==> src/rtl/ni_injection_arbiter.sv <==
// Packet-atomic round-robin arbiter sharing the router LOCAL injection port among
// the network interface's per-VC flit sources; one registered flit per cycle.
package ni_injection_arbiter_pkg;
  localparam int VC_PER_PORT = 4;
  localparam int VC_W        = (VC_PER_PORT > 1) ? $clog2(VC_PER_PORT) : 1;
  localparam int PAYLOAD_W   = 32;

  typedef enum logic [1:0] {
    HEADER = 2'd0,
    BODY   = 2'd1,
    TAIL   = 2'd2,
    HT     = 2'd3
  } flit_type_t;

  typedef struct packed {
    flit_type_t            flit_type;
    logic [VC_W-1:0]       vc;
    logic [PAYLOAD_W-1:0]  payload;
  } flit_t;
endpackage

module ni_injection_arbiter
  import ni_injection_arbiter_pkg::*;
#(
  parameter int VC_NUM = VC_PER_PORT,
  parameter int CNT_W  = 16,
  localparam int IDX_W = (VC_NUM > 1) ? $clog2(VC_NUM) : 1
) (
  input  logic                          clk,
  input  logic                          reset,
  input  logic                          enable,
  // Handshake: src_flit_valid[v] offers src_flit[v]; a src_flit_consumed[v] pulse
  // in the same cycle means the flit was taken at this edge and the source must
  // present its next flit (or drop valid) in the following cycle.
  input  logic [VC_NUM-1:0]             src_flit_valid,
  input  flit_t [VC_NUM-1:0]            src_flit,
  output logic [VC_NUM-1:0]             src_flit_consumed,
  input  logic [VC_NUM-1:0]             router_credit,
  output flit_t                         ni_flit_out,
  output logic                          ni_flit_out_valid,
  output logic [VC_NUM-1:0][CNT_W-1:0]  stall_count,
  // {lock_valid, lock_vc, rr_last}
  output logic [2*IDX_W:0]              debug_state
);

  localparam logic [CNT_W-1:0] CNT_MAX = '1;
  localparam logic [IDX_W-1:0] LAST_VC = IDX_W'(VC_NUM - 1);

  logic               lock_valid;
  logic [IDX_W-1:0]   lock_vc;
  logic [IDX_W-1:0]   rr_last;

  logic [VC_NUM-1:0]  eligible;
  logic [VC_NUM-1:0]  grant;
  logic [IDX_W-1:0]   grant_idx;
  logic               grant_any;
  flit_t              grant_flit;

  always_comb begin
    eligible  = src_flit_valid & ~router_credit & {VC_NUM{enable}};
    grant     = '0;
    grant_idx = '0;
    grant_any = 1'b0;
    if (!reset) begin
      if (lock_valid) begin
        if (eligible[lock_vc]) begin
          grant_any = 1'b1;
          grant_idx = lock_vc;
        end
      end else begin
        // Scan farthest-to-nearest from rr_last so the nearest eligible VC is written last and wins.
        for (int k = VC_NUM; k >= 1; k--) begin
          if (eligible[(int'(rr_last) + k) % VC_NUM]) begin
            grant_any = 1'b1;
            grant_idx = IDX_W'((int'(rr_last) + k) % VC_NUM);
          end
        end
      end
      if (grant_any) grant[grant_idx] = 1'b1;
    end
  end

  assign grant_flit        = src_flit[grant_idx];
  assign src_flit_consumed = grant;
  assign debug_state       = {lock_valid, lock_vc, rr_last};

  always_ff @(posedge clk) begin
    if (reset) begin
      lock_valid        <= 1'b0;
      lock_vc           <= '0;
      rr_last           <= LAST_VC;
      ni_flit_out       <= '0;
      ni_flit_out_valid <= 1'b0;
    end else begin
      ni_flit_out_valid <= grant_any;
      if (grant_any) begin
        ni_flit_out <= grant_flit;
        rr_last     <= grant_idx;
        if (lock_valid) begin
          if (grant_flit.flit_type == TAIL) lock_valid <= 1'b0;
        end else if (grant_flit.flit_type == HEADER) begin
          lock_valid <= 1'b1;
          lock_vc    <= grant_idx;
        end
      end
    end
  end

  always_ff @(posedge clk) begin
    for (int v = 0; v < VC_NUM; v++) begin
      if (reset || grant[v]) begin
        stall_count[v] <= '0;
      end else if (src_flit_valid[v] && stall_count[v] != CNT_MAX) begin
        stall_count[v] <= stall_count[v] + 1'b1;
      end
    end
  end

  // Source protocol: unlocked grants must start a packet, locked grants must continue one.
  always_ff @(posedge clk) begin
    if (!reset && grant_any) begin
      if (!lock_valid) assert (grant_flit.flit_type == HEADER || grant_flit.flit_type == HT);
      else             assert (grant_flit.flit_type != HEADER);
    end
  end

endmodule

==> config.mk <==
export PLATFORM = sky130hd
export DESIGN_NAME = ni_injection_arbiter
export DESIGN_NICKNAME = d
export VERILOG_FILES = /design/src/rtl/ni_injection_arbiter.sv
export SDC_FILE = /design/constraint.sdc
export NUM_CORES = 1
export LEC_CHECK = 0
export CAP_MARGIN = 25
export CORE_ASPECT_RATIO = 1.5
export CORE_UTILIZATION = 42
export CTS_CLUSTER_SIZE = 25
export DETAILED_ROUTE_END_ITERATION = 6
export GPL_ROUTABILITY_DRIVEN = 0
export PLACE_DENSITY = 0.8
export SETUP_SLACK_MARGIN = 0.5
export SLEW_MARGIN = 10
export SYNTH_ARGS = -nofsm -noshare
export SYNTH_HDL_FRONTEND = slang
export SYNTH_SLANG_ARGS = --single-unit
==> constraint.sdc <==
create_clock -name clk -period 2.9 [get_ports clk]
set_input_delay 0.58 -clock clk [delete_from_list [all_inputs] [get_ports clk]]
set_output_delay 0.58 -clock clk [all_outputs]
set_load 0.05 [all_outputs]
==> impl_metrics.csv <==
group,metric,value,unit
outcome,status,"finished, violations left",
power_and_ir_drop,vdd_drop_max,358.4,µV
worst_setup_path,critical_path.endpoint,"src_flit_consumed[3]",
hold_path,min_path_type,"reg -> reg",
yosys,synth.area.top_cells,"dfxtp_1, nor2_1, mux2_1",
global_routing,grt_pass1_wl,33650,µm
drt,vias,6707,
clock_network,cts_tree,"done",
final_layout,nNetsFinal,1164,
yosys,synth_nets,826,
yosys,synth.distinct_cells,66,
final_layout,register_area,0.002128,mm²
clock_network,htreeDepth,3,
drt,wl_per_cell,19.57,µm
worst_setup_path,r2r_setup_slack,0.17,ns
yosys,synth_flop_cell,"dfxtp_1",
yosys,ys_warn_count,0,
final_layout,n_antenna_cell,0,
worst_setup_path,startpoint,"router_credit[0]",
clock_network,numCtsBuffers,9,
die,initial_utilization,43.13,%
die,dieHeight,146.0,µm
worst_setup_path,critical_path_required,2.32,ns
timing,fin_skew,0.01196,ns
final_layout,area_growth,75.63,%
placed_design,place_ws,-0.7068,ns
timing,fin_crit,2.793,ns
drt,totalWireLength,22920,µm
yosys,async_flop_share,0,%
die,core_area,0.01347,mm²
clock_network,clockBufferDepth,2,
timing,rsz0062_at_grt,"true",
drt,antenna_violating_nets_post_route,0,
timing,maxSlewViolCount,0,
die,num_io_pins,265,
timing,period_share,96.30,%
placed_design,placed_cells,1118,
die,rows,52,
placed_design,port_buffers,264,
worst_setup_path,critPathKind,"in -> out",
worst_setup_path,start_kind,"input port",
global_routing,overflow,0,
yosys,netlist_top_cells_count,"nor2_1, dfxtp_1, nand2_1, nand3_1, mux2_1",
worst_setup_path,slowest_stage,"a211o_1",
yosys,synth_top_area_share,36.54,%
worst_setup_path,arrival,2.21,ns
yosys,synthMostInstantiatedCell,"nor2_1",
final_layout,multi_input_area,0.003862,mm²
power_and_ir_drop,p_per_area,438.7,mW/mm²
timing,slew_headroom,60.20,%
yosys,synth_area,0.005808,mm²
yosys,synth.avg_cell_area,8.708,µm²
global_routing,grt_max_degree,46,
final_layout,final_cell_count_no_fill,1171,
drt,initialDrtViolationCount,533,
worst_setup_path,path_common_cell,"buf_6",
global_routing,grt_usage,29.79,%
power_and_ir_drop,leakage,3.947,nW
global_routing,grt_pass1_vias,6615,
worst_setup_path,path_cells,"buf_6 > nand2b_4 > a211o_1 > a311oi_4 > a211oi_4 > buf_6 > buf_6 > nor3_4 > buf_12",
yosys,seq_area_frac_synth,36.54,%
worst_setup_path,rr_worst_depth,15,
timing,fmax,0.3581,GHz
worst_setup_path,critPathMaxStageDelay,0.35,ns
yosys,synth-seq-cells,106,
die,fp.dieW,98.02,µm
outcome,violations,"design-rule violations",
timing,final.setup.worst_slack,0.1073,ns
clock_network,cts.clk_slew.worst_paths,0.07,ns
timing,hold_viol,0,
worst_setup_path,r2r_start,"rr_last[0]$_SDFFE_PP1N_",
yosys,synth_area_leader_cell,"dfxtp_1",
worst_setup_path,end_kind,"output pin",
timing,worstMarginPinSlew,0.5951,ns
die,dieArea,0.01431,mm²
timing,setup_viol_count_final,0,
clock_network,clk_latency,0.35,ns
worst_setup_path,worstPathMaxFanout,4,
yosys,synth_edf_count,0,
placed_design,place_hpwl,15380,µm
drt,vias_per_cell,5.728,
final_layout,drive_gt1_share,21.90,%
drt,dr.pass1.iters,7,
job,cap_violations,0,
yosys,syn_inst,667,
drt,drc,12,
clock_network,root_buffer,"clkbuf_16",
global_routing,antenna_found_initial,0,
clock_network,clock_sinks,106,
final_layout,nFillCells,911,
worst_setup_path,r2r-end,"ni_flit_out[6]$_SDFFE_PP0N_",
==> layout by cell type (no fill, tap or decap), types with 4 or more instances in the layout <==
master,netlist,routed
mux2i_1,9,8
buf_2,11,5
nor3_1,20,13
o21ai_0,5,5
buf_6,5,31
nand3_1,45,38
nand2_2,0,7
nand4_1,10,10
mux2_1,31,28
inv_1,19,18
clkbuf_16,0,9
a222oi_1,26,26
nand2b_4,0,4
and3_1,10,9
nor2b_1,17,15
nand2_4,0,4
xor2_1,27,27
nand3_2,0,7
buf_12,0,10
a32o_1,8,7
and4_1,7,7
a21oi_1,6,6
or3_1,6,6
dfxtp_1,106,103
mux2_4,0,15
nor2_1,108,108
nor3_4,0,5
mux2_2,22,10
xnor2_1,26,26
nand2_1,62,51
ha_1,4,4
buf_4,2,62
clkdlybuf4s50_1,0,249
==> report_power, final <==
group	total, mW	switching (mW)	internal [mW]
combinational	1.61	0.814	0.795
sequential	1.59	0.0608	1.53
clock	1.28	0.579	0.696
total	4.48	1.45	3.02
==> through the flow <==
step / TNS [ns] / util, % / total power, mW / instance area [µm²] / hold slack, ns
floorplan: 0 / - / 2.370 / 5963 / 0.6785
global placement: -33.35 / 67.76 / 2.933 / 9126 / 0.4822
detailed placement: -36.61 / 67.76 / 2.947 / 9126 / 0.4909
CTS: 0 / 73.84 / 4.375 / 9945 / 0.5050
global route: 0 / 75.74 / 4.625 / 10200 / 0.5456
finish: 0 / 75.74 / 4.475 / 10200 / 0.5055
==> how the worst min path moves through the flow <==
stage / startpoint / end / cells after the start
2_1_floorplan: lock_valid$_SDFFE_PP0N_ / lock_valid$_SDFFE_PP0N_ / 3
3_3_place_gp: stall_count[1]$_SDFFE_PP0P_ / stall_count[1]$_SDFFE_PP0P_ / 2
3_5_place_dp: stall_count[1]$_SDFFE_PP0P_ / stall_count[1]$_SDFFE_PP0P_ / 2
4_1_cts: stall_count[1]$_SDFFE_PP0P_ / stall_count[1]$_SDFFE_PP0P_ / 2
5_1_grt: stall_count[1]$_SDFFE_PP0P_ / stall_count[1]$_SDFFE_PP0P_ / 2
6_report: stall_count[1]$_SDFFE_PP0P_ / stall_count[1]$_SDFFE_PP0P_ / 2
==> layout make-up <==
type                            instances  area share [%]
Sequential cell                       106           20.86
Multi-Input combinational cell        506           37.86
Inverter                               20          0.7359
Clock buffer                           10           2.343
Clock inverter                          5          0.6133
Timing Repair Buffer                  362           35.59
Tap cell                              162           1.987
==> state kept, by name, indices dropped and copies added (netlist names) <==
name,count
lock_vc,2
ni_flit_out,36
ni_flit_out_valid,1
rr_last,2
lock_valid,1
stall_count,64
==> critical path: cells and delay by family <==
family | cells | cell delay (ns)
AO/OA/AOI/OAI | 3 | 0.76
AND/OR/NAND/NOR | 2 | 0.35
buffers and inverters | 4 | 0.52
==> cells by family (layout without fill, tap and decap cells) <==
family	count (synthesis)	in the layout	synth area share, %
AO/OA/AOI/OAI	85	85	13.66
XOR/XNOR	53	53	7.992
adder cells (fa/ha/maj)	4	4	0.8617
buffers and inverters	55	397	4.567
flip-flops	106	106	36.54
multiplexers	63	63	12.21
AND/OR/NAND/NOR	301	301	24.17
==> repair_timing <==
action,CTS,global route
gates resized for setup,96,51
gates cloned,2,1
endpoints found under the hold margin,0,0
buffers inserted,30,5
hold buffers,0,0
pin swaps,45,27
setup endpoints to repair,110,73
==> metal layers <==
layer / track usage [%] / wire length, µm / vias to the layer above
met5: 0 / 0 / -
met4: 16.14 / 1352 / 0
met3: 6.654 / 1734 / 105
met2: 52.89 / 11540 / 360
met1: 32.59 / 8292 / 3167
li1: - / - / 3075
Power figures use the tool's default switching activity.
